File: src/rtl/snitch_icache_pkg.sv
// Shared definitions for the instruction-cache refill path: the refill ID
// layout (requesting port index above, prefetch flag in the LSB), the output
// stage state encoding and the ID width helper.
package snitch_icache_pkg;

    // Widest port index the ID struct can carry; users slice the low bits.
    localparam int unsigned ID_PORT_W = 8;

    typedef struct packed {
        logic [ID_PORT_W-1:0] port;
        logic                 prefetch;
    } refill_id_t;

    typedef enum logic {
        StEmpty,
        StFull
    } stage_state_e;

    // ID width: enough bits for a port index plus the prefetch flag.
    function automatic int unsigned idw_calc(input int unsigned nr_ports);
        return $clog2(nr_ports) + 1;
    endfunction

endpackage

File: src/rtl/snitch_icache_rr_pick.sv
// Round-robin picker. ptr_i holds the index granted last time; the search
// rotates downwards from the port below it and wraps, so the last winner has
// the lowest priority.
module snitch_icache_rr_pick #(
    parameter int unsigned N  = 4,
    parameter int unsigned IW = 2
) (
    input  logic [N-1:0]  req_i,
    input  logic [IW-1:0] ptr_i,
    output logic [N-1:0]  gnt_o,
    output logic [IW-1:0] idx_o,
    output logic          valid_o
);

    // First requester found in rotation order wins.
    always_comb begin
        gnt_o   = '0;
        idx_o   = '0;
        valid_o = 1'b0;
        for (int unsigned k = 1; k <= N; k++) begin
            for (int unsigned j = 0; j < N; j++) begin
                if (!valid_o && req_i[j] && (j == ((32'(ptr_i) + N - k) % N))) begin
                    valid_o  = 1'b1;
                    gnt_o[j] = 1'b1;
                    idx_o    = IW'(j);
                end
            end
        end
    end

endmodule

File: src/rtl/snitch_icache_refill_arbiter.sv
// Refill arbiter: merges per-port L0 refill requests onto one upstream
// channel through a one-entry output register, demand before prefetch with
// separate round-robin pointers, and routes responses back by ID.
// Optional feature macro: SNITCH_ICACHE_ARB_PERF_EN enables the saturating
// performance counters; without it the perf outputs are tied to zero.
module snitch_icache_refill_arbiter
    import snitch_icache_pkg::*;
#(
    parameter int unsigned NR_PORTS        = 4,
    parameter int unsigned FETCH_AW        = 48,
    parameter int unsigned LINE_WIDTH      = 128,
    parameter int unsigned MAX_OUTSTANDING = 2,
    localparam int unsigned IDW            = idw_calc(NR_PORTS)
) (
    input  logic                              clk_i,
    input  logic                              rst_i,
    input  logic [NR_PORTS-1:0][FETCH_AW-1:0] in_req_addr_i,
    input  logic [NR_PORTS-1:0]               in_req_prefetch_i,
    input  logic [NR_PORTS-1:0]               in_req_valid_i,
    output logic [NR_PORTS-1:0]               in_req_ready_o,
    output logic [LINE_WIDTH-1:0]             in_rsp_data_o,
    output logic                              in_rsp_error_o,
    output logic [NR_PORTS-1:0]               in_rsp_valid_o,
    input  logic [NR_PORTS-1:0]               in_rsp_ready_i,
    output logic [FETCH_AW-1:0]               out_req_addr_o,
    output logic [IDW-1:0]                    out_req_id_o,
    output logic                              out_req_valid_o,
    input  logic                              out_req_ready_i,
    input  logic [LINE_WIDTH-1:0]             out_rsp_data_i,
    input  logic                              out_rsp_error_i,
    input  logic [IDW-1:0]                    out_rsp_id_i,
    input  logic                              out_rsp_valid_i,
    output logic                              out_rsp_ready_o,
    output logic                              misroute_o,
    output logic [31:0]                       perf_demand_o,
    output logic [31:0]                       perf_prefetch_o,
    output logic [31:0]                       perf_conflict_o
);

    localparam int unsigned IW = IDW - 1;
    localparam int unsigned CW = $clog2(MAX_OUTSTANDING + 1);

    stage_state_e                    r_state;
    logic         [FETCH_AW-1:0]     r_addr;
    logic         [IDW-1:0]          r_id;
    logic         [IW-1:0]           r_dem_ptr;
    logic         [IW-1:0]           r_pre_ptr;
    logic         [NR_PORTS-1:0][CW-1:0] r_cnt;

    logic [NR_PORTS-1:0] w_elig;
    logic [NR_PORTS-1:0] w_dem_req;
    logic [NR_PORTS-1:0] w_pre_req;
    logic [NR_PORTS-1:0] w_dem_gnt;
    logic [NR_PORTS-1:0] w_pre_gnt;
    logic [IW-1:0]       w_dem_idx;
    logic [IW-1:0]       w_pre_idx;
    logic                w_dem_valid;
    logic                w_pre_valid;
    logic                w_use_dem;
    logic [NR_PORTS-1:0] w_win_gnt;
    logic [IW-1:0]       w_win_idx;
    logic                w_can_grant;
    logic                w_grant;
    refill_id_t          w_gid;
    refill_id_t          w_rid;
    logic [IW-1:0]       w_rsp_port;
    logic [NR_PORTS-1:0] w_rsp_hit;
    logic                w_rsp_port_rdy;
    logic                w_rsp_cnt_nz;
    logic                w_rsp_bad;
    logic [NR_PORTS-1:0] w_inc;
    logic [NR_PORTS-1:0] w_dec;
    logic                w_unused_id;

    // Eligibility: valid and below the per-port in-flight limit.
    always_comb begin
        w_elig = '0;
        for (int unsigned p = 0; p < NR_PORTS; p++) begin
            w_elig[p] = in_req_valid_i[p] && (r_cnt[p] < CW'(MAX_OUTSTANDING));
        end
    end

    assign w_dem_req = w_elig & ~in_req_prefetch_i;
    assign w_pre_req = w_elig & in_req_prefetch_i;

    snitch_icache_rr_pick #(
        .N  (NR_PORTS),
        .IW (IW)
    ) u_rr_dem (
        .req_i   (w_dem_req),
        .ptr_i   (r_dem_ptr),
        .gnt_o   (w_dem_gnt),
        .idx_o   (w_dem_idx),
        .valid_o (w_dem_valid)
    );

    snitch_icache_rr_pick #(
        .N  (NR_PORTS),
        .IW (IW)
    ) u_rr_pre (
        .req_i   (w_pre_req),
        .ptr_i   (r_pre_ptr),
        .gnt_o   (w_pre_gnt),
        .idx_o   (w_pre_idx),
        .valid_o (w_pre_valid)
    );

    // Any demand request beats every prefetch request.
    assign w_use_dem = w_dem_valid;
    assign w_win_gnt = w_use_dem ? w_dem_gnt : w_pre_gnt;
    assign w_win_idx = w_use_dem ? w_dem_idx : w_pre_idx;

    // Grant only into an empty stage or one that drains this cycle; reset
    // masks the ready path because the stage already reads empty then.
    assign w_can_grant    = !rst_i && ((r_state == StEmpty) || out_req_ready_i);
    assign w_grant        = w_can_grant && (w_dem_valid || w_pre_valid);
    assign in_req_ready_o = w_grant ? w_win_gnt : '0;
    assign w_inc          = in_req_valid_i & in_req_ready_o;

    // Build the outgoing ID from the winner.
    always_comb begin
        w_gid          = '0;
        w_gid.port     = ID_PORT_W'(w_win_idx);
        w_gid.prefetch = !w_use_dem;
    end

    // Output stage: load on grant, empty on drain without a refill.
    always_ff @(posedge clk_i or posedge rst_i) begin
        if (rst_i) begin
            r_state <= StEmpty;
            r_addr  <= '0;
            r_id    <= '0;
        end else begin
            unique case (r_state)
                StEmpty: if (w_grant) r_state <= StFull;
                StFull:  if (out_req_ready_i && !w_grant) r_state <= StEmpty;
                default: r_state <= StEmpty;
            endcase
            if (w_grant) begin
                r_addr <= in_req_addr_i[w_win_idx];
                r_id   <= {w_gid.port[IW-1:0], w_gid.prefetch};
            end
        end
    end

    assign out_req_valid_o = (r_state == StFull);
    assign out_req_addr_o  = r_addr;
    assign out_req_id_o    = r_id;

    // Remember the last winner of each class.
    always_ff @(posedge clk_i or posedge rst_i) begin
        if (rst_i) begin
            r_dem_ptr <= '0;
            r_pre_ptr <= '0;
        end else if (w_grant) begin
            if (w_use_dem) r_dem_ptr <= w_dem_idx;
            else           r_pre_ptr <= w_pre_idx;
        end
    end

    // Response decode: ID upper bits select the port.
    assign w_rid      = {ID_PORT_W'(out_rsp_id_i[IDW-1:1]), out_rsp_id_i[0]};
    assign w_rsp_port = w_rid.port[IW-1:0];

    // Look up the addressed port; an index outside the port range hits nothing.
    always_comb begin
        w_rsp_hit      = '0;
        w_rsp_port_rdy = 1'b0;
        w_rsp_cnt_nz   = 1'b0;
        for (int unsigned p = 0; p < NR_PORTS; p++) begin
            if (w_rsp_port == IW'(p)) begin
                w_rsp_hit[p]   = 1'b1;
                w_rsp_port_rdy = in_rsp_ready_i[p];
                w_rsp_cnt_nz   = (r_cnt[p] != '0);
            end
        end
    end

    // Nothing in flight for that port (or no such port): swallow the beat.
    assign w_rsp_bad       = !(|w_rsp_hit) || !w_rsp_cnt_nz;
    assign in_rsp_valid_o  = (out_rsp_valid_i && !w_rsp_bad) ? w_rsp_hit : '0;
    assign out_rsp_ready_o = w_rsp_bad ? 1'b1 : w_rsp_port_rdy;
    assign misroute_o      = !rst_i && out_rsp_valid_i && w_rsp_bad;
    assign in_rsp_data_o   = out_rsp_data_i;
    assign in_rsp_error_o  = out_rsp_error_i;
    assign w_dec = (out_rsp_valid_i && !w_rsp_bad && w_rsp_port_rdy) ? w_rsp_hit : '0;

    // In-flight counters: +1 on grant, -1 on routed response, both cancel.
    always_ff @(posedge clk_i or posedge rst_i) begin
        if (rst_i) begin
            r_cnt <= '0;
        end else begin
            for (int unsigned p = 0; p < NR_PORTS; p++) begin
                if (w_inc[p] && !w_dec[p]) begin
                    r_cnt[p] <= r_cnt[p] + CW'(1);
                end else if (w_dec[p] && !w_inc[p]) begin
                    r_cnt[p] <= r_cnt[p] - CW'(1);
                end
            end
        end
    end

    assign w_unused_id = ^{w_gid.port[ID_PORT_W-1:IW], w_rid.port[ID_PORT_W-1:IW],
                           w_rid.prefetch};

`ifdef SNITCH_ICACHE_ARB_PERF_EN
    logic [31:0] r_perf_dem;
    logic [31:0] r_perf_pre;
    logic [31:0] r_perf_conf;
    logic        w_conflict;

    // Two or more eligible ports: clearing the lowest set bit leaves some.
    assign w_conflict = ((w_elig & (w_elig - 1'b1)) != '0);

    // Saturating event counters.
    always_ff @(posedge clk_i or posedge rst_i) begin
        if (rst_i) begin
            r_perf_dem  <= '0;
            r_perf_pre  <= '0;
            r_perf_conf <= '0;
        end else begin
            if (w_grant && w_use_dem && (r_perf_dem != '1))   r_perf_dem  <= r_perf_dem + 32'd1;
            if (w_grant && !w_use_dem && (r_perf_pre != '1))  r_perf_pre  <= r_perf_pre + 32'd1;
            if (w_conflict && (r_perf_conf != '1))            r_perf_conf <= r_perf_conf + 32'd1;
        end
    end

    assign perf_demand_o   = r_perf_dem;
    assign perf_prefetch_o = r_perf_pre;
    assign perf_conflict_o = r_perf_conf;
`else
    assign perf_demand_o   = '0;
    assign perf_prefetch_o = '0;
    assign perf_conflict_o = '0;
`endif

    // Ready is one-hot0 and a stalled request holds its payload.
    a_ready_onehot0: assert property (@(posedge clk_i) disable iff (rst_i)
        $onehot0(in_req_ready_o));
    a_hold_stable: assert property (@(posedge clk_i) disable iff (rst_i)
        (out_req_valid_o && !out_req_ready_i) |=>
        (out_req_valid_o && $stable(out_req_addr_o) && $stable(out_req_id_o)));

endmodule
File: config.mk
export PLATFORM = sky130hd
export DESIGN_NAME = snitch_icache_refill_arbiter
export DESIGN_NICKNAME = d
export VERILOG_FILES = /design/src/rtl/snitch_icache_pkg.sv /design/src/rtl/snitch_icache_rr_pick.sv /design/src/rtl/snitch_icache_refill_arbiter.sv
export SDC_FILE = /design/constraint.sdc
export NUM_CORES = 1
export LEC_CHECK = 0
export CAP_MARGIN = 20
export CORE_AREA = 2 2 241 243
export DETAILED_ROUTE_END_ITERATION = 6
export DIE_AREA = 0 0 243 245
export PLACE_DENSITY = 0.48
export SLEW_MARGIN = 20
export SYNTH_ARGS = -nofsm -noshare
export SYNTH_HDL_FRONTEND = slang
export SYNTH_SLANG_ARGS = --single-unit
File: constraint.sdc
create_clock -name clk_i -period 4.4 [get_ports clk_i]
set_input_delay 0.66 -clock clk_i [delete_from_list [all_inputs] [get_ports clk_i]]
set_output_delay 0.66 -clock clk_i [all_outputs]
set_load 0.1 [all_outputs]
==> summary.md <==
| Metric | Value |
|---|---|
| Top_reg_cell synth | `dfrtp_1` |
| Yosys top cell by area | `buf_4` |
| Critical Path, Cell by Cell | `clkdlybuf4s50_1, nor3b_1, o21ai_0, a22o_1, a32oi_1, nor2_1, buf_4` |
| Arr. time, crit path | `2.83 ns` |
| RSZ-0062 raised after global routing | `no` |
| CP peak stage delay | `0.59 ns` |
| Layout cell share with drive strength beyond 1 | `9.197%` |
| Die H | `245 um` |
| First-pass GRT wire length | `36,230 um` |
| Fin crit period | `around 3.5 ns` |
| TNS Setup | `0 ns` |
| Clk root buf | `clkbuf_16` |
| Max-slew headroom | `26.86%` |
| Total track usage | `8.426%` |
| Final Non-Filler Cells | `between 1,500 and 2,000` |
| Post-Syn Area | `between 0.006 and 0.007 mm^2` |
| Pins Over Slew Limit | `0` |
| Clk_lat worst skew | `0.37 ns` |
| Tightest Pin Transition | `1.094 ns` |
| PD cells | `around 730 mW/mm^2` |
| PortBufs | `271` |
| Status | `finished, final reports clean` |
| Core area | `0.05703 mm^2` |
| Setup crit end | `in_req_ready_o[0]` |
| CP Launch Point | `in_req_valid_i[2]` |
| Worst r2r src | `r_dem_ptr[1]` |
| Top cell type's share of synthesized area | `27.18%` |
| Number of hold violations in the final report | `0` |
| HP Class | `flop to flop` |
| Power, Total | `6.593 mW` |
| LEAKAGE | `3.300 nW` |
| Post-synth cell types | `58` |
| Gates resized, CTS repair | `0` |
| Global route overflow | `0` |
| Largest net degree at the start of global routing | `59` |
| Vias in the first global route | `5,483` |
| Worst Path Required | `3.74 ns` |
| Final Instance Area | `0.008995 mm^2` |
| Average size of a mapped cell | `8.765 um^2` |
| Worst-path clk slew | `around 0.060 ns` |
| DRC | `0` |
| Tcrit/Tclk final | `79.28%` |
| CP Class | `input pin to output pin` |
| Post-Place Cells | `~1,600` |
| Floorplan row count | `88` |
| Synth area leaders | `buf_4 (27%), dfrtp_1 (25%), a211oi_1 (9.2%), mux2i_1 (7.4%), nor3b_1 (5.8%)` |
| Final setup vio count | `0` |
| Setup Buffers After CTS | `0` |
| # hold bufs at CTS | `0` |
| Final wirelength | `approximately 26,000 um` |
| Filler instances | `6,454` |
| PnR worst setup slack | `0.9117 ns` |
| Max Clock Skew | `between 0.01 and 0.015 ns` |
| CP max-delay cell | `nor3b_1` |
| DR vias | `5,479` |
| Avg WL per Cell | `between 15 and 20 um` |
| Hold Path Depth | `2` |
| DR vias/cell | `between 3 and 4` |
| Initial Utilization | `about 11%` |
| Syn. warnings | `0` |
| Nets | `1,198` |
| Area grow syn2layout | `40.96%` |
| Seq cells post-synth | `64` |
| End-of-flow core utilization | `15.77%` |
| Longest Clk Path Bufs | `2` |
| Placed inst area | `0.008706 mm^2` |
| 1st-pass router iterations | `6` |
| Synth cell count leaders | `buf_4 (231), a211oi_1 (78), nor2_1 (65)` |
| Clk sink count | `64` |
| Mapped Cells | `roughly 730` |
| FF-to-FF setup slack | `1.31 ns` |
| H-Tree Depth | `3` |
| Total CTS buffers | `9` |
| Post-synthesis sequential area ratio | `25.10%` |
| Post-synth EDFFs | `0` |
| Ant diodes | `0` |
| Critical Path Fanout Max | `7` |
| Die Area | `0.05954 mm^2` |
| Fmax | `0.2867 GHz` |
| Pre-CTS setup slack | `approximately 0.54 ns` |
| GPL Wtd Cong | `roughly 0.78` |
| Startpoint types | `input pin` |
| Hold slack | `0.4842 ns` |
| Final HPWL DP | `between 15,000 and 20,000 um` |
| Reg2reg end | `out_req_addr_o[11]` |
| Post-DRT Antenna Nets | `0` |
| Io pins | `about 630` |
| Initial DRC count | `around 270` |
| Worst reg2reg path depth | `7` |
| VDD IR max | `0.3621 mV` |
| Initial antenna violation count | `0` |
| FFs w/ async S/R, synth | `100.0%` |
| Die width | `approximately 240 um` |
| Maxcap violations | `0` |
| TritonCTS clock tree | `yes` |
| CP Capture Type | `output pin` |
| Most common cell in the netlist | `buf_4` |
## kinds of logic (layout without fill, tap and decap cells)
kind of cell	Yosys count	in the layout	synth area share [%]
flops	64	64	25.10
fa+ha+maj	4	4	0.7843
mux	48	48	7.725
buf+inv	274	310	30.59
compound gates	148	148	18.00
xor+xnor	12	12	1.647
other cells	1	96	0.05877
simple gates	177	177	16.10
## per-layer routing
| metal | GRT usage (%) | up-vias | share of wire (%) |
|---|---|---|---|
| li1 | - | 2507 | - |
| met4 | 4.926 | 0 | 4.6 |
| met3 | 3.969 | 73 | 10 |
| met5 | 0 | - | 0 |
| met2 | 13.94 | 339 | 48 |
| met1 | 8.750 | 2560 | 37 |
## power breakdown
part | switching [mW] | internal, mW
Clock | 0.323 | 0.440
Combinational | 3.46 | 1.25
Sequential | 0.233 | 0.882
## layout make-up
cell class,count,area [um^2],area share (%)
inverters,4,16.27,0.1808
multi-input cells,485,3238,36.00
flip-flops and latches,64,1602,17.81
clock inverters,5,56.30,0.6260
repair buffers,290,2893,32.16
clock buffers,11,232.7,2.587
well taps,765,957.2,10.64
## worst max-delay path: cells and delay by family
kind / cells / cell delay (ns)
AOI/OAI and AO/OA: 3 / 0.67
buffers and inverters: 2 / 0.80
and+or+nand+nor: 2 / 0.67
## state kept, by name, summed over array words and instances, names as in the netlist
signal and flops:
r_cnt 8, r_pre_ptr 2, r_dem_ptr 2, out_req_id_o 3, out_req_addr_o 48, out_req_valid_o 1
## worst min path at each step
| stage | start | to | slack [ns] |
|---|---|---|---|
| after floorplan | r_cnt[4] | r_cnt[4] | 0.48 |
| after global placement | out_req_id_o[1] | out_req_id_o[1] | 0.47 |
| after detailed placement | out_req_addr_o[0] | out_req_addr_o[0] | 0.48 |
| after CTS | rst_i | out_req_valid_o | 0.48 |
| after global routing | rst_i | out_req_valid_o | 0.49 |
| final | out_req_id_o[1] | out_req_id_o[1] | 0.48 |
## placed cells by master, fill, tap and decap left out, types with 3 or more instances in the layout
master           count
a211oi_1            78
a211oi_2            19
a21oi_1              6
and2_1               3
and3_1               3
and3b_1              4
buf_12               5
buf_4               24
clkbuf_16            9
clkdlybuf4s50_1    261
clkinv_2             3
conb_1              96
dfrtp_1             64
ha_1                 4
inv_1                3
mux2i_1             47
nand2_1             17
nand3_1              5
nand3b_1             4
nor2_1              64
nor2b_1              3
nor3b_1             49
nor4bb_1             3
o21ai_0             20
xnor2_1              4
xor2_1               8
Power figures use the tool's default switching activity.
